--- config.mk ---
export PLATFORM = sky130hd
export DESIGN_NAME = cw_sequencer_flat
export DESIGN_NICKNAME = d
export VERILOG_FILES = /design/src/rtl/cw_sequencer_if.sv /design/src/rtl/cw_sequencer.sv /design/src/flat_wrapper.sv
export SDC_FILE = /design/constraint.sdc
export NUM_CORES = 1
export LEC_CHECK = 0
export BUFFER_PORTS_ARGS = -buffer_cell sky130_fd_sc_hd__buf_2
export CAP_MARGIN = 15
export CORE_AREA = 2 2 265 267
export CTS_BUF_LIST = sky130_fd_sc_hd__clkbuf_4 sky130_fd_sc_hd__clkbuf_8
export CTS_CLUSTER_DIAMETER = 100
export DETAILED_ROUTE_END_ITERATION = 10
export DIE_AREA = 0 0 267 269
export GPL_TIMING_DRIVEN = 0
export SLEW_MARGIN = 40
export SYNTH_ARGS = -nofsm -noshare
export SYNTH_HDL_FRONTEND = slang
export SYNTH_SLANG_ARGS = --single-unit
--- constraint.sdc ---
create_clock -name clock -period 2.42 [get_ports clock]
set_input_delay 0.121 -clock clock [delete_from_list [all_inputs] [get_ports clock]]
set_output_delay 0.121 -clock clock [all_outputs]
set_load 0.005 [all_outputs]
--- src/rtl/cw_sequencer_if.sv ---
// rtl/cw_sequencer_if.sv - sequencer bus: fetch handshake, decoder words/constants, datapath outputs
interface cw_sequencer_if;
    logic        run;
    logic        mem_ready;
    logic [31:0] databus;
    logic [32:0] cw_br;
    logic [32:0] cw_b;
    logic [32:0] cw_cb;
    logic [32:0] cw_mem;
    logic [32:0] cw_alu;
    logic [63:0] k_br;
    logic [63:0] k_b;
    logic [63:0] k_cb;
    logic [63:0] k_mem;
    logic [63:0] k_alu;
    logic [31:0] I_out;
    logic [1:0]  phase;
    logic [32:0] cw_out;
    logic [63:0] K_out;
    logic        ir_ld;
    logic        halted;
    logic [31:0] retired_count;

    modport master (
        output run, mem_ready, databus,
        output cw_br, cw_b, cw_cb, cw_mem, cw_alu,
        output k_br, k_b, k_cb, k_mem, k_alu,
        input  I_out, phase, cw_out, K_out, ir_ld, halted, retired_count
    );

    modport slave (
        input  run, mem_ready, databus,
        input  cw_br, cw_b, cw_cb, cw_mem, cw_alu,
        input  k_br, k_b, k_cb, k_mem, k_alu,
        output I_out, phase, cw_out, K_out, ir_ld, halted, retired_count
    );
endinterface

--- src/rtl/cw_sequencer.sv ---
// rtl/cw_sequencer.sv - LEGv8 fetch/execute sequencer; define RETIRE_CNT_EN to enable retired_count
module cw_sequencer #(
    parameter int MAX_EXEC_CYCLES = 4,
    parameter int MEM_TIMEOUT     = 16
) (
    input  logic          clock,
    input  logic          reset,
    cw_sequencer_if.slave bus
);
    localparam int EXEC_W  = $clog2(MAX_EXEC_CYCLES + 1);
    localparam int STALL_W = $clog2(MEM_TIMEOUT + 1);

    // alu_fs=11111 and rf_sb=31, everything else idle
    localparam logic [32:0] CW_SAFE    = 33'h0_7C0F_8000;
    // SAFE plus ram_en and pc_fs=PC+4
    localparam logic [32:0] CW_FETCH   = 33'h0_7C0F_8110;
    // clears rf_w, ram_w, pc_en, pc_fs and status_ld while RAM is not ready
    localparam logic [32:0] STALL_KEEP = 33'h1_FFFF_FD0B;

    typedef enum logic [1:0] {S_FETCH = 2'd0, S_EXEC = 2'd1, S_FAULT = 2'd2} state_t;
    typedef enum logic [2:0] {C_BR, C_B, C_CB, C_MEM, C_ALU} cls_t;

    state_t               state_q, state_d;
    cls_t                 cls;
    logic [31:0]          ir_q, ir_d;
    logic [1:0]           phase_q, phase_d;
    logic [EXEC_W-1:0]    exec_cnt_q, exec_cnt_d, exec_inc;
    logic [STALL_W-1:0]   stall_cnt_q, stall_cnt_d, stall_inc;
    logic [10:0]          op;
    logic [32:0]          sel_cw;
    logic [63:0]          sel_k;
    logic [32:0]          issued;
    logic                 stall;

    assign op        = ir_q[31:21];
    assign stall     = issued[8] && !bus.mem_ready;
    assign exec_inc  = exec_cnt_q + EXEC_W'(1);
    assign stall_inc = stall_cnt_q + STALL_W'(1);

    // Classify the held instruction by opcode, first match wins
    always_comb begin
        cls = C_ALU;
        if (op == 11'b11010110000)
            cls = C_BR;
        else if (op[10:5] == 6'b000101)
            cls = C_B;
        else if (op[10:3] == 8'b10110100 || op[10:3] == 8'b10110101 || op[10:3] == 8'b01010100)
            cls = C_CB;
        else if (op == 11'b11111000000 || op == 11'b11111000010)
            cls = C_MEM;
    end

    // Route the chosen decoder's control word and constant
    always_comb begin
        sel_cw = bus.cw_alu;
        sel_k  = bus.k_alu;
        case (cls)
            C_BR:    begin sel_cw = bus.cw_br;  sel_k = bus.k_br;  end
            C_B:     begin sel_cw = bus.cw_b;   sel_k = bus.k_b;   end
            C_CB:    begin sel_cw = bus.cw_cb;  sel_k = bus.k_cb;  end
            C_MEM:   begin sel_cw = bus.cw_mem; sel_k = bus.k_mem; end
            default: begin sel_cw = bus.cw_alu; sel_k = bus.k_alu; end
        endcase
    end

    // Word issued this cycle before any stall masking
    always_comb begin
        issued = CW_SAFE;
        if (state_q == S_EXEC)
            issued = sel_cw;
        else if (state_q == S_FETCH && bus.run)
            issued = CW_FETCH;
    end

    assign bus.cw_out = stall ? (issued & STALL_KEEP) : issued;
    assign bus.K_out  = (state_q == S_EXEC) ? sel_k : 64'd0;
    assign bus.ir_ld  = (state_q == S_FETCH) && bus.run && bus.mem_ready;
    assign bus.halted = (state_q == S_FAULT);
    assign bus.I_out  = ir_q;
    assign bus.phase  = phase_q;

    // Next state: stalls freeze everything but the stall counter; otherwise fetch/execute/retire
    always_comb begin
        state_d     = state_q;
        ir_d        = ir_q;
        phase_d     = phase_q;
        exec_cnt_d  = exec_cnt_q;
        stall_cnt_d = stall_cnt_q;
        if (stall) begin
            stall_cnt_d = stall_inc;
            if (stall_inc >= STALL_W'(MEM_TIMEOUT))
                state_d = S_FAULT;
        end else begin
            stall_cnt_d = '0;
            case (state_q)
                S_FETCH: begin
                    if (bus.run && bus.mem_ready) begin
                        state_d    = S_EXEC;
                        ir_d       = bus.databus;
                        phase_d    = 2'd0;
                        exec_cnt_d = '0;
                    end
                end
                S_EXEC: begin
                    if (issued[1:0] == 2'b00) begin
                        state_d = S_FETCH;
                    end else if (exec_inc >= EXEC_W'(MAX_EXEC_CYCLES)) begin
                        state_d = S_FAULT;
                    end else begin
                        phase_d    = issued[1:0];
                        exec_cnt_d = exec_inc;
                    end
                end
                default: state_d = S_FAULT;
            endcase
        end
    end

    // State, instruction register and watchdog counters
    always_ff @(posedge clock or negedge reset) begin
        if (!reset) begin
            state_q     <= S_FETCH;
            ir_q        <= 32'd0;
            phase_q     <= 2'd0;
            exec_cnt_q  <= '0;
            stall_cnt_q <= '0;
        end else begin
            state_q     <= state_d;
            ir_q        <= ir_d;
            phase_q     <= phase_d;
            exec_cnt_q  <= exec_cnt_d;
            stall_cnt_q <= stall_cnt_d;
        end
    end

`ifdef RETIRE_CNT_EN
    logic        retire;
    logic [31:0] retired_q;

    assign retire = (state_q == S_EXEC) && !stall && (issued[1:0] == 2'b00);

    // Count retirements, wrapping naturally at 32 bits
    always_ff @(posedge clock or negedge reset) begin
        if (!reset)
            retired_q <= 32'd0;
        else if (retire)
            retired_q <= retired_q + 32'd1;
    end

    assign bus.retired_count = retired_q;
`else
    assign bus.retired_count = 32'd0;
`endif
endmodule

--- src/flat_wrapper.sv ---
// flat-port wrapper written by rule: the top's interface ports become plain ports
module cw_sequencer_flat 
#(
    parameter int MAX_EXEC_CYCLES = 4,
    parameter int MEM_TIMEOUT     = 16
)
  (clock, reset, bus_run, bus_mem_ready, bus_databus, bus_cw_br, bus_cw_b, bus_cw_cb, bus_cw_mem, bus_cw_alu, bus_k_br, bus_k_b, bus_k_cb, bus_k_mem, bus_k_alu, bus_I_out, bus_phase, bus_cw_out, bus_K_out, bus_ir_ld, bus_halted, bus_retired_count);
  cw_sequencer_if bus_i ();
  input  logic clock;
  input  logic reset;
  input wire logic [$bits(bus_i.run)-1:0] bus_run;
  input wire logic [$bits(bus_i.mem_ready)-1:0] bus_mem_ready;
  input wire logic [$bits(bus_i.databus)-1:0] bus_databus;
  input wire logic [$bits(bus_i.cw_br)-1:0] bus_cw_br;
  input wire logic [$bits(bus_i.cw_b)-1:0] bus_cw_b;
  input wire logic [$bits(bus_i.cw_cb)-1:0] bus_cw_cb;
  input wire logic [$bits(bus_i.cw_mem)-1:0] bus_cw_mem;
  input wire logic [$bits(bus_i.cw_alu)-1:0] bus_cw_alu;
  input wire logic [$bits(bus_i.k_br)-1:0] bus_k_br;
  input wire logic [$bits(bus_i.k_b)-1:0] bus_k_b;
  input wire logic [$bits(bus_i.k_cb)-1:0] bus_k_cb;
  input wire logic [$bits(bus_i.k_mem)-1:0] bus_k_mem;
  input wire logic [$bits(bus_i.k_alu)-1:0] bus_k_alu;
  output wire logic [$bits(bus_i.I_out)-1:0] bus_I_out;
  output wire logic [$bits(bus_i.phase)-1:0] bus_phase;
  output wire logic [$bits(bus_i.cw_out)-1:0] bus_cw_out;
  output wire logic [$bits(bus_i.K_out)-1:0] bus_K_out;
  output wire logic [$bits(bus_i.ir_ld)-1:0] bus_ir_ld;
  output wire logic [$bits(bus_i.halted)-1:0] bus_halted;
  output wire logic [$bits(bus_i.retired_count)-1:0] bus_retired_count;
  assign bus_i.run = bus_run;
  assign bus_i.mem_ready = bus_mem_ready;
  assign bus_i.databus = bus_databus;
  assign bus_i.cw_br = bus_cw_br;
  assign bus_i.cw_b = bus_cw_b;
  assign bus_i.cw_cb = bus_cw_cb;
  assign bus_i.cw_mem = bus_cw_mem;
  assign bus_i.cw_alu = bus_cw_alu;
  assign bus_i.k_br = bus_k_br;
  assign bus_i.k_b = bus_k_b;
  assign bus_i.k_cb = bus_k_cb;
  assign bus_i.k_mem = bus_k_mem;
  assign bus_i.k_alu = bus_k_alu;
  assign bus_I_out = bus_i.I_out;
  assign bus_phase = bus_i.phase;
  assign bus_cw_out = bus_i.cw_out;
  assign bus_K_out = bus_i.K_out;
  assign bus_ir_ld = bus_i.ir_ld;
  assign bus_halted = bus_i.halted;
  assign bus_retired_count = bus_i.retired_count;
  cw_sequencer #(.MAX_EXEC_CYCLES(MAX_EXEC_CYCLES), .MEM_TIMEOUT(MEM_TIMEOUT)) u_core (.clock(clock), .reset(reset), .bus(bus_i));
endmodule
Word level (Yosys, flattened, before mapping):

Cells that the tools add are included.

* register bits: 44
* bits in latches: 0
* bits in writable memories: 0
* bits in read-only memories: 0
* bits of input ports: 521
* output and inout port bits: 165
* word-level logic and storage cells: 68
* memories kept: 0

* add/subtract/negate cells: 2
* $mul: 0
* div/mod/pow operators: 0
* order comparisons: 2
* eq/ne operators: 18
* shift operators: 0
* mux-type cells: 25
* bitwise logic cells: 1
* reduce and logical (&&, ||, !) cells: 15

Operator list (number)
* $pmux W64 S4: 1
* $pmux W33 S4: 1
* $mux W64: 1
* $eq A11 B11 Y1 const B: 3
* $mux W33: 1
* $mux W3: 7
* $eq A8 B8 Y1 const B: 2
* $mux W2: 8
* $mux W10: 1
* $mux W9: 1
* $eq A8 B7 Y1 const B: 1
* $ne A2 B2 Y1 const B: 4
* $pmux W2 S2: 2
* $eq A3 B2 Y1 const B: 2
* $eq A6 B3 Y1 const B: 1
* $pmux W3 S2: 1
* $reduce_and A3 Y1: 2
* $add A5 B1 Y5 const B: 1
* $ge A5 B5 Y1 const B: 1
* $mux W5: 1
* $reduce_and A5 Y1: 1
* $logic_and A1 B1 Y1: 4
* $logic_not A2 Y1: 2
* $ne A4 B3 Y1 const B: 1
* 11 further kinds: 13

Longest topological paths before layout:

Gate-level depths: netlist (run 1).

* depth in word-level cells: 13
* gate-level depth with buffers: 8
* mapped depth without buffers: 7

Worst setup path after synthesis (run 1):

No wires, ideal clock.

* kind: flip-flop to flip-flop
* start: reg u_core.ir_q[24], in the netlist u_core.bus.I_out[24]
* end: reg u_core.exec_cnt_q[1]
* setup time: 0.076 ns
* data arrival time: 2.360 ns
* data required time: 2.344 ns
* slack: -0.016 ns
* cell stages (with the launch flop): 7
* buffers on the path: 0
* clock period less this slack: 2.436 ns
* cells stage by stage: dfrtp_1 -> or4b_4 -> o21bai_4 -> a221o_1 -> a31o_2 -> o41a_1 -> o21ai_1

* longest elaborated chain between the ends: 12
* elaborated cells on any way between the ends: 24

RTL lines
* start: declaration: line cw_sequencer.sv:25 `logic [31:0] ir_q, ir_d;`
* start signal: assignment: line cw_sequencer.sv:129 `ir_q <= ir_d;`
* $eq A11 B11 Y1 / $eq A8 B8 Y1 (equally long branches): line cw_sequencer.sv:49, cw_sequencer.sv:47
* $logic_or A1 B1 Y1 (on tied branches): line cw_sequencer.sv:49, cw_sequencer.sv:47
* $mux W3 / $logic_or A1 B1 Y1 (equally long branches): line cw_sequencer.sv:49, cw_sequencer.sv:47
* $mux W3: line cw_sequencer.sv:47 `else if (op[10:3] == 8'b10110100 || op[10:3] == 8'b10110101 || op[10:3] == 8'b01010100)`
* $mux W3: line cw_sequencer.sv:45 `else if (op[10:5] == 6'b000101)`
* $mux W3 *: line cw_sequencer.sv:43 `if (op == 11'b11010110000)`
* $eq A3 B2 Y1, or another cell as far along: line cw_sequencer.sv:57 `case (cls)`
* $pmux W33 S4 *: line cw_sequencer.sv:57
* $mux W33 *: line cw_sequencer.sv:69 `if (state_q == S_EXEC)`
* $logic_not A2 Y1 / $logic_and A1 B1 Y1 (equally long branches): line cw_sequencer.sv:105, cw_sequencer.sv:36
* $ne A2 B2 Y1 (no line) / $not A1 Y1 (equally long branches)
* $reduce_and A5 Y1 (no line) *
* end signal: assignment: line cw_sequencer.sv:131 `exec_cnt_q <= exec_cnt_d;`
* end: declaration: line cw_sequencer.sv:27 `logic [EXEC_W-1:0] exec_cnt_q, exec_cnt_d, exec_inc;`

Every way passes the cells marked *; elsewhere a longest branch is shown, timed or not.
A chain may end at the register's enable or synchronous reset.

Worst setup path in the final report (run 1):

* start: reg u_core.ir_q[24], in the netlist u_core.bus.I_out[24]
* end: out bus_K_out[63]

* longest elaborated chain between the ends: 9
* elaborated cells on any way between the ends: 19

RTL lines
* $eq A11 B11 Y1 / $eq A8 B8 Y1 (equally long branches): line cw_sequencer.sv:49, cw_sequencer.sv:47
* $logic_or A1 B1 Y1 (on tied branches): line cw_sequencer.sv:49, cw_sequencer.sv:47
* $mux W3 / $logic_or A1 B1 Y1 (equally long branches): line cw_sequencer.sv:49, cw_sequencer.sv:47
* $mux W3: line cw_sequencer.sv:47
* $mux W3: line cw_sequencer.sv:45
* $mux W3 *: line cw_sequencer.sv:43
* $eq A3 B2 Y1, or another cell as far along: line cw_sequencer.sv:57
* $pmux W64 S4 *: line cw_sequencer.sv:57
* $mux W64 *: line cw_sequencer.sv:76 `assign bus.K_out = (state_q == S_EXEC) ? sel_k : 64'd0;`
* end: declaration: line flat_wrapper.sv:27 `output wire logic [$bits(bus_i.K_out)-1:0] bus_K_out;`

Marks and branches as above.

==> impl_metrics.yaml, run 1 <==
layout:
  final_common_cell: "buf_2"
  final_cell_area_um2: 11810
  areaGrowthSynthToFinish_pct: 124.6
  instances_no_fill: 2462
  drive_gt1_frac: 0.6525
  final_cell_mix: "buf_2, nand2_1, a22oi_1, buf_4, a31oi_1"
  nets: 2027
yosys:
  synth_area_leader_cell: "dfrtp_1"
  async_flop_share: 1.000
  syn_area_um2: 5259
  synth-seq-cells: 44
  synthDistinctLibCells: 53
  yosys_warnings: 0
  synth_edf_count: 0
  synthTopCellsByArea: "dfrtp_1, o21ai_0, a22oi_1, a31oi_1, nand2_1"
  postSynthAreaPerCell_um2: 7.040
  synth_top_cell_area_share: 0.2094
  synthFlopType: "dfrtp_1"
  ys_seq_area_frac: 0.2094
  syn_inst: 747
status:
  status: "finished with violations"
  violations: "setup timing"
detailed_routing:
  routed_wl_mm: 56.37
  num_vias: 9661
  routedWlPerCell_um: 22.90
  via_per_inst: 3.924
  postRouteAntennaNets: 0
  firstDrtPassIters: 6
  drc: 0
  drt_iter0_drc: 611
floorplanning:
  placementRows: 97
  chipHeight_um: 269
  die_width_um: 267
  core_um2: 69300
  design.die.area_um2: 71820
  start_util: 0.07588
  pin_count: 686
timing:
  layout_setup_ws_ns: -0.6467
  period_needed_ns: 3.067
  finalSetupViolCount: 109
  maxSlewViolCount: 0
  whs_ns: 0.02529
  worst_pin_slew_ns: 0.8896
  fmax_mhz: 326.1
  fin_crit_sh: 1.267
  finalHoldViolations: 0
  grt_setup_unrepaired: "true"
  max_slew_margin: 0.4070
  fin_worst_skew_ns: 0.007429
placed_design:
  dpl.cell_count: 2377
  routabilityCongestion: 0.9477
  dp_slack_ns: -1.954
  dpl_cell_area_um2: 9958
  portBuffers: 653
  place.detailed.hpwl_mm: 46.59
worst_setup_path:
  critPathLaunchType: "flop"
  crit_required_ns: 2.30
  crit_path_end_kind: "primary output"
  worstSetupPathType: "flop to primary output"
  worstPathArrival_ns: 2.95
  path_max_fanout: 7
global_routing:
  antenna_found_initial: 36
  grt_util_all_layers: 0.1431
  grt_pass1_vias: 9153
  overflow: 0
  grt_pass1_wl_mm: 70.54
  grt_max_degree: 45
job:
  max_cap_violations: 0
cts:
  clock-root-buffer: "clkbuf_8"
  cts_tree: "yes"
  cts_buffer_depth: 2
  cts.sinks: 44
  h-tree-depth: 2
  worstSkewPairLatency_ns: 0.32
  cts_buffers: 5
  clkTransAtPathRegs_ns: 0.10
power:
  p_per_area_nw_per_um2: 164.6
  p_leak_nw: 5.521
  ir_drop_uv: 247.9
min_path:
  hold_path_class: "primary input to flop"
[cell type report]
cell class / instances / area (um^2)
sequential: 44 / 1107
antenna: 17 / 42.54
timing repair buffer: 721 / 4039
clock buffer: 5 / 68.82
tap: 940 / 1176
fill: 7914 / 57490
clock inverter: 3 / 46.29
multi-input combinational: 625 / 4441
buffer: 101 / 867.1
inverter: 6 / 22.52
[cell usage after synthesis (all sizes together), types with 2 or more instances]
| cell type | number |
|---|---|
| o31ai | 2 |
| a22oi | 86 |
| mux2 | 32 |
| xor2 | 3 |
| nor2 | 21 |
| a211oi | 6 |
| a211o | 2 |
| nand4 | 8 |
| and2 | 2 |
| o2bb2ai | 2 |
| ha | 2 |
| o21ai | 165 |
| nor2b | 2 |
| a222oi | 3 |
| nor4 | 2 |
| a2bb2oi | 2 |
| a31oi | 78 |
| a31o | 2 |
| a21oi | 2 |
| nand2 | 112 |
| a21boi | 4 |
| o211ai | 7 |
| dfrtp | 44 |
| clkbuf | 65 |
| nand4b | 2 |
| nand3 | 15 |
| xnor2 | 2 |
| a221oi | 7 |
| or4b | 2 |
| inv | 6 |
| nand3b | 2 |
| buf | 39 |
| nor3 | 8 |
[through the flow]
step	power, mW	utilization	setup TNS [ns]
3_5_place_dp	1.294	0.1437	-128.30
3_3_place_gp	1.290	0.1418	-219.81
2_1_floorplan	0.8224	-	0
6_report	1.944	0.1704	-52.15
4_1_cts	1.957	0.1635	-56.69
5_1_grt	2.059	0.1702	-66.82
[state kept, by name, indices dropped and copies added, names as in the netlist]
signal,cells
u_core.state_q,2
u_core.exec_cnt_q,3
u_core.bus.I_out,32
u_core.bus.phase,2
u_core.stall_cnt_q,5
[report_power, final]
group          internal, mW  switching (mW)
combinational         0.348           0.248
clock                 0.312           0.302
sequential            0.735               0
[final timing paths]
check | to | start | slack, ns | depth (start not counted)
max in group asynchronous | u_core.bus.I_out[31]$_DFFE_PN0P_ | reset | 1.64 | 2
setup / recovery | bus_K_out[63] | u_core.bus.I_out[24]$_DFFE_PN0P_ | -0.65 | 9
setup reg to reg | u_core.bus.phase[1]$_DFFE_PN0P_ | u_core.bus.I_out[24]$_DFFE_PN0P_ | -0.45 | 12
hold reg to reg | u_core.stall_cnt_q[0]$_DFF_PN0_ | u_core.stall_cnt_q[0]$_DFF_PN0_ | 0.48 | 1
hold / removal | u_core.bus.I_out[10]$_DFFE_PN0P_ | bus_databus[10] | 0.03 | 2
min in group asynchronous | u_core.bus.I_out[10]$_DFFE_PN0P_ | reset | 0.35 | 2
[kinds of logic (layout without fill, tap and decap cells)]
logic type,Yosys count,count (layout),synth area share
compound gates,374,374,0.4506
xor+xnor,5,5,0.008329
fa+ha+maj,2,2,0.004758
buf+inv,110,836,0.1014
flops,44,44,0.2094
mux,32,32,0.06852
other cells,1,49,0.0007131
simple gates,179,180,0.1563
[critical path, stage by stage, from the launching register on]
cell	delay (ns)
dfrtp_1	0.44
or4b_4	0.55
a211o_4	0.37
clkbuf_16	0.18
buf_16	0.16
nand2_8	0.16
clkbuf_16	0.20
o21ai_4	0.13
a31oi_4	0.23
buf_2	0.15
[routing by layer]
metal / wire (um) / vias to the layer above / GRT usage
met2: 25550 / 663 / 0.2339
met1: 23650 / 4495 / 0.1758
met5: 57 / - / 0
met3: 4100 / 144 / 0.03215
met4: 3011 / 10 / 0.07394
li1: - / 4349 / -
[repair_timing]
action,in CTS,in global routing
endpoints found under the hold margin,44,2
pin swaps,29,19
hold buffers,1,2
gates cloned,6,0
setup buffers,37,25
setup endpoints to repair,138,110
gates resized for setup,297,160
(Power assumes the default switching activity.)
==> inputs of run 2 (changes only) <==
- CTS_BUF_LIST: sky130_fd_sc_hd__clkbuf_4 sky130_fd_sc_hd__clkbuf_8 -> sky130_fd_sc_hd__clkbuf_4 sky130_fd_sc_hd__clkbuf_8 sky130_fd_sc_hd__clkbuf_16
- PLACE_DENSITY: not set -> 0.37
==> run 2 against run 1 <==
  * The flow still finishes with violations (setup timing)
  * Non-clock buffer count fell by 5
  * Flip-flop and latch count did not move
  * Setup slack improved by 0.21 ns
  * Utilization rose by 0.24 points
  * Wire length fell by 8.0%
  * Count of clock-buffer cells in the layout did not move
  * Sequential power barely moved
  * Clock power rose by 44%
  * Maximum frequency rose by 7.4%
  * Register-to-register slack improved by 0.09 ns
  * Worst hold slack improved by 0.032 ns
  * First-iteration DRC count fell by 17%
  * Highest routed layer unchanged
==> impl_metrics.yaml, run 2 (same netlist as run 1, synthesis figures left out) <==
timing:
  max_slew_margin: 0.3855
  period_needed_ns: 2.857
  whs_ns: 0.05744
  finalSetupViolCount: 106
  fin_worst_skew_ns: 0.004036
  finalHoldViolations: 0
  layout_setup_ws_ns: -0.4366
  grt_setup_unrepaired: "true"
  fin_crit_sh: 1.180
  fmax_mhz: 350.1
  maxSlewViolCount: 0
  worst_pin_slew_ns: 0.9217
cts:
  clkTransAtPathRegs_ns: 0.06
  cts_buffer_depth: 2
  worstSkewPairLatency_ns: 0.29
  cts.sinks: 44
  h-tree-depth: 2
  clock-root-buffer: "clkbuf_16"
  cts_buffers: 5
  cts_tree: "yes"
detailed_routing:
  via_per_inst: 3.894
  routed_wl_mm: 51.86
  routedWlPerCell_um: 21.24
  firstDrtPassIters: 5
  num_vias: 9508
  drt_iter0_drc: 505
  drc: 0
  postRouteAntennaNets: 0
floorplanning:
  core_um2: 69300
  pin_count: 686
  start_util: 0.07588
  chipHeight_um: 269
  die_width_um: 267
  placementRows: 97
  design.die.area_um2: 71820
status:
  violations: "setup timing"
  status: "finished with violations"
worst_setup_path:
  slowest_stage: "or4b_4"
  critPathLaunchType: "flop"
  path_max_fanout: 10
  crit_required_ns: 2.30
  worstRegToRegCells: 8
  critical_path.most_common_cell: "clkbuf_8"
  crit_chain: "or4b_4 -> a211o_4 -> clkbuf_16 -> clkbuf_8 -> clkbuf_8 -> o21ai_4 -> a31oi_1 -> buf_2"
  crit_path_end_kind: "primary output"
  max_stage_delay_ns: 0.55
  worstPathArrival_ns: 2.74
  worstSetupPathType: "flop to primary output"
power:
  p_per_area_nw_per_um2: 184.8
  p_leak_nw: 5.578
  ir_drop_uv: 240.7
  power_mw: 2.213
global_routing:
  use_met2: 0.2312
  overflow: 0
  grt_pass1_wl_mm: 67.58
  met1_usage: 0.1551
  grt_pass1_vias: 9476
  top_usage_layer: "met2"
  antenna_found_initial: 9
  grt_util_all_layers: 0.1318
  use_met3: 0.03151
  grt_max_degree: 45
layout:
  nets: 2022
  drive_gt1_frac: 0.6618
  final-seq-area_um2: 1106
  multiInputGateArea_um2: 4589
  final_cell_mix: "buf_2, nand2_1, a22oi_1, buf_4, a31oi_1"
  fillers: 8005
  largest_reg_flops: 32
  areaGrowthSynthToFinish_pct: 127.7
  final_common_cell: "buf_2"
placed_design:
  place.detailed.hpwl_mm: 42.96
  portBuffers: 653
  routabilityCongestion: 0.9458
min_path:
  hold-path-cell-count: 2
  hold_path_class: "primary input to flop"
job:
  max_cap_violations: 0
==> run 2: layer usage <==
layer,wire [um],part of all wire
met3,4148,0.080
met5,27,0.00052
met2,25470,0.49
met1,20250,0.39
met4,1953,0.038
==> run 2: worst paths after layout <==
kind                                                  start                               end  slack, ns
setup / recovery           u_core.bus.I_out[31]$_DFFE_PN0P_                     bus_K_out[61]      -0.44
hold / removal                              bus_databus[28]  u_core.bus.I_out[28]$_DFFE_PN0P_       0.06
setup reg to reg           u_core.bus.I_out[21]$_DFFE_PN0P_   u_core.bus.phase[1]$_DFFE_PN0P_      -0.36
hold reg to reg             u_core.stall_cnt_q[0]$_DFF_PN0_   u_core.stall_cnt_q[0]$_DFF_PN0_       0.49
max in group asynchronous                             reset  u_core.bus.I_out[30]$_DFFE_PN0P_       1.61
min in group asynchronous                             reset   u_core.bus.I_out[5]$_DFFE_PN0P_       0.38
==> run 2: timing repair <==
item,CTS,global route
endpoints found under the setup margin,110,130
gates cloned,4,0
hold endpoints to repair,44,0
resized for setup,310,149
setup buffers,45,11
hold buffers,1,0
pin swaps,28,12
==> run 2: critical path, delay by kind of cell, from the launching register on <==
| kind | cells | cell delay, ns |
|---|---|---|
| buffers and inverters | 4 | 0.76 |
| AO/OA/AOI/OAI | 3 | 0.68 |
| AND/OR/NAND/NOR | 1 | 0.55 |
| flip-flops | 1 | 0.42 |
==> run 2: stage by stage <==
stage	setup WS [ns]	cell area [um^2]	utilization	instances	TNS, ns
detailed placement	-1.514	9901	0.1429	2374	-115.75
global route	-0.5120	11970	0.1728	2441	-44.39
floorplan	0.009116	5384	-	778	0
CTS	-0.4466	11450	0.1652	2429	-39.42
finish	-0.4366	11980	0.1728	2442	-33.93
global placement	-2.513	9828	0.1418	2371	-188.66
==> run 2: where the power goes <==
| part | total, mW | leakage, nW | internal, mW | switching, mW |
|---|---|---|---|---|
| sequential | 0.735 | 0.587 | 0.735 | 0 |
| combinational | 0.593 | 4.90 | 0.346 | 0.246 |
| clock | 0.885 | 0.0899 | 0.586 | 0.299 |
| total | 2.21 | 5.58 | 1.67 | 0.545 |
==> run 2: final cells by class <==
type	count	area share
Clock buffer	5	0.01045
Inverter	6	0.001881
Tap cell	940	0.09821
Timing Repair Buffer	715	0.3305
Clock inverter	2	0.005015
Multi-Input combinational cell	625	0.3832
Buffer	102	0.07774
Sequential cell	44	0.09236
Antenna cell	3	0.0006269
==> inputs of run 3 (changes only) <==
- ABC_AREA: not set -> 1
- CORE_AREA: 2 2 265 267 -> 2 2 267 269
- DIE_AREA: 0 0 267 269 -> 0 0 269 271
==> run 3 against run 2 <==
  * The run still ends with setup timing left
  * Cell area rose by 9.8%
  * Worst hold slack got worse by 0.026 ns
  * Flip-flop and latch count did not move
  * Clock power fell by 22%
  * Combinational power fell by 3.5%
  * Non-clock buffer count rose by 19
  * Area after synthesis rose by 1.9%
  * Global-route usage barely moved
==> impl_metrics.yaml, run 3 <==
status:
  status: "finished with violations"
  violations: "setup timing"
layout:
  areaGrowthSynthToFinish_pct: 145.4
  drive_gt1_frac: 0.6469
  final_common_cell: "buf_2"
  nets: 2142
  final_cell_mix: "buf_2, nand2_1, a22oi_1, buf_4, a41oi_2"
  post-route-util: 0.1885
  largest_reg_flops: 32
  instances_no_fill: 2565
detailed_routing:
  num_vias: 9932
  drt_iter0_drc: 521
  firstDrtPassIters: 6
  routed_wl_mm: 53.21
  routedWlPerCell_um: 20.74
  postRouteAntennaNets: 0
  drc: 0
  via_per_inst: 3.872
worst_setup_path:
  max_stage_delay_ns: 0.44
  cp_top_family: "buffers and inverters"
  worstPathArrival_ns: 2.50
  crit_chain: "buf_6 -> nand2_4 -> nor2_4 -> nand2_2 -> nand2_4 -> nor2_4 -> nand2_8 -> buf_4 -> buf_12 -> buf_8 -> buf_16 -> buf_12 -> a41oi_4 -> buf_2"
  worstSetupPathType: "flop to primary output"
  path_buf_inv: 7
  critPathLaunchType: "flop"
  path_max_fanout: 8
  crit_required_ns: 2.30
  slowest_stage: "dfrtp_2"
  crit_path_end_kind: "primary output"
yosys:
  synth_xor_area_frac: 0.006537
  synth-compound-area-share: 0.3766
  ys_top_cells_by_count: "nand2_1, o21ai_0, a22oi_1"
  synthFlopType: "dfrtp_1"
  synthDistinctLibCells: 31
  syn_inst: 851
  postSynthAreaPerCell_um2: 6.297
  synth.most_common_cell: "nand2_1"
  syn_area_um2: 5359
  synth_top_family_by_area: "compound AO/OA/AOI/OAI gates"
  synth_top_cell_area_share: 0.2073
  yosys_warnings: 0
  synth_fa_ha_area_frac: 0.004670
  async_flop_share: 1.000
  muxShareOfSynthArea: 0
  synth_area_leader_cell: "nand2_1"
  synth_edf_count: 0
  yosys.area_share.simple: 0.2809
  synth-seq-cells: 44
  synthTopCellsByArea: "nand2_1, dfrtp_1, a41oi_1, a22oi_1, o21ai_0"
  ys_seq_area_frac: 0.2055
timing:
  period_needed_ns: 2.618
  grt_setup_unrepaired: "true"
  worst_pin_slew_ns: 0.5811
  fin_worst_skew_ns: 0.003849
  fin_crit_sh: 1.082
  max_slew_margin: 0.6126
  finalHoldViolations: 0
  finalSetupViolCount: 77
  maxSlewViolCount: 0
  layout_setup_ws_ns: -0.1981
  fmax_mhz: 382.0
placed_design:
  portBuffers: 653
  dpl.cell_count: 2478
  place.detailed.hpwl_mm: 42.80
  routabilityCongestion: 0.9977
floorplanning:
  chipHeight_um: 271
  design.die.area_um2: 72900
  pin_count: 686
  placementRows: 97
  die_width_um: 269
  core_um2: 69790
  start_util: 0.07679
global_routing:
  grt_pass1_wl_mm: 69.77
  antenna_found_initial: 9
  overflow: 0
  grt_max_degree: 45
  grt_pass1_vias: 10160
  grt_util_all_layers: 0.1320
min_path:
  hold_path_class: "primary input to flop"
cts:
  cts.sinks: 44
  cts_buffer_depth: 2
  cts_buffers: 5
  clkTransAtPathRegs_ns: 0.06
  h-tree-depth: 2
  cts_tree: "yes"
  clock-root-buffer: "clkbuf_16"
  worstSkewPairLatency_ns: 0.28
job:
  max_cap_violations: 0
power:
  p_per_area_nw_per_um2: 152.0
  p_leak_nw: 5.800
  ir_drop_uv: 238.9
==> run 3: logic make-up after synthesis <==
logic type	count (synthesis)
DFF	44
buffers and inverters	140
and+or+nand+nor	376
other	1
xor gates and xnor gates	4
adders and majority gates	2
AOI/OAI and AO/OA	284
==> run 3: path summary, 6_finish.rpt <==
path,start,endpoint,slack [ns],cells after the start
setup / recovery,u_core.bus.I_out[28]$_DFFE_PN0P_,bus_K_out[16],-0.20,14
setup reg to reg,u_core.bus.I_out[28]$_DFFE_PN0P_,u_core.exec_cnt_q[1]$_DFFE_PN0P_,0,20
min in group asynchronous,reset,u_core.bus.I_out[6]$_DFFE_PN0P_,0.39,2
hold reg to reg,u_core.bus.I_out[12]$_DFFE_PN0P_,u_core.bus.I_out[12]$_DFFE_PN0P_,0.47,2
hold / removal,bus_databus[15],u_core.bus.I_out[15]$_DFFE_PN0P_,0.03,3
max in group asynchronous,reset,u_core.bus.I_out[30]$_DFFE_PN0P_,1.62,2
==> run 3: where the power goes <==
group | internal, mW | switching [mW] | total [mW]
registers | 0.735 | 0 | 0.735
clock network | 0.396 | 0.296 | 0.693
logic | 0.338 | 0.234 | 0.572
total | 1.47 | 0.530 | 2.00
==> run 3: metrics by stage <==
stage          TNS [ns]  power [mW]  hold WS (ns)  setup slack, ns  instance area (um^2)
2_1_floorplan         0      0.8108       -0.1746           0.4636                  5475
3_3_place_gp    -183.32       1.273        0.3244           -2.555                  9920
3_5_place_dp     -86.97       1.277        0.1744           -1.276                  9972
4_1_cts          -8.608       1.998       0.02845          -0.2346                 12540
5_1_grt          -16.18       2.095       0.03459          -0.3092                 13140
6_report         -7.024       1.999       0.03125          -0.1981                 13150
==> run 3: layer usage <==
layer | track usage | vias to the layer above | wire length, um
met5 | 0 | - | 62
met4 | 0.03333 | 10 | 1175
met3 | 0.02612 | 61 | 4032
met2 | 0.2474 | 556 | 27570
met1 | 0.1503 | 4742 | 20370
li1 | - | 4563 | -
==> run 3: cell type report <==
| type | instances | area, um^2 |
|---|---|---|
| timing repair buffer | 734 | 4373 |
| inverter | 34 | 141.4 |
| antenna | 5 | 12.51 |
| fill | 8013 | 56630 |
| sequential | 44 | 1107 |
| tap | 940 | 1176 |
| multi-input combinational | 698 | 5180 |
| buffer | 102 | 1012 |
| clock inverter | 2 | 16.27 |
| clock buffer | 6 | 132.6 |
==> run 3: worst reg2reg max path, stage by stage (launching register included) <==
cell     delay [ns]
dfrtp_2        0.44
buf_6          0.13
nand2_4        0.06
nor2_4         0.05
nand2_2        0.08
nand2_4        0.08
nor2_4         0.16
buf_4          0.14
buf_6          0.09
nand3_1        0.07
nand2_1        0.07
inv_2          0.03
nand2_2        0.08
nand2_4        0.08
nand2_8        0.11
buf_6          0.11
buf_8          0.13
nand2_8        0.07
buf_4          0.16
o21ai_1        0.11
nand2_1        0.06
==> run 3: repair_timing <==
| item | in CTS | in global routing |
|---|---|---|
| pin swaps | 34 | 24 |
| gates resized for setup | 416 | 130 |
| setup buffers | 55 | 15 |
| cloned | 8 | 4 |
| hold buffers | 1 | 0 |
| hold endpoints to repair | 44 | 0 |
| setup endpoints to repair | 108 | 104 |
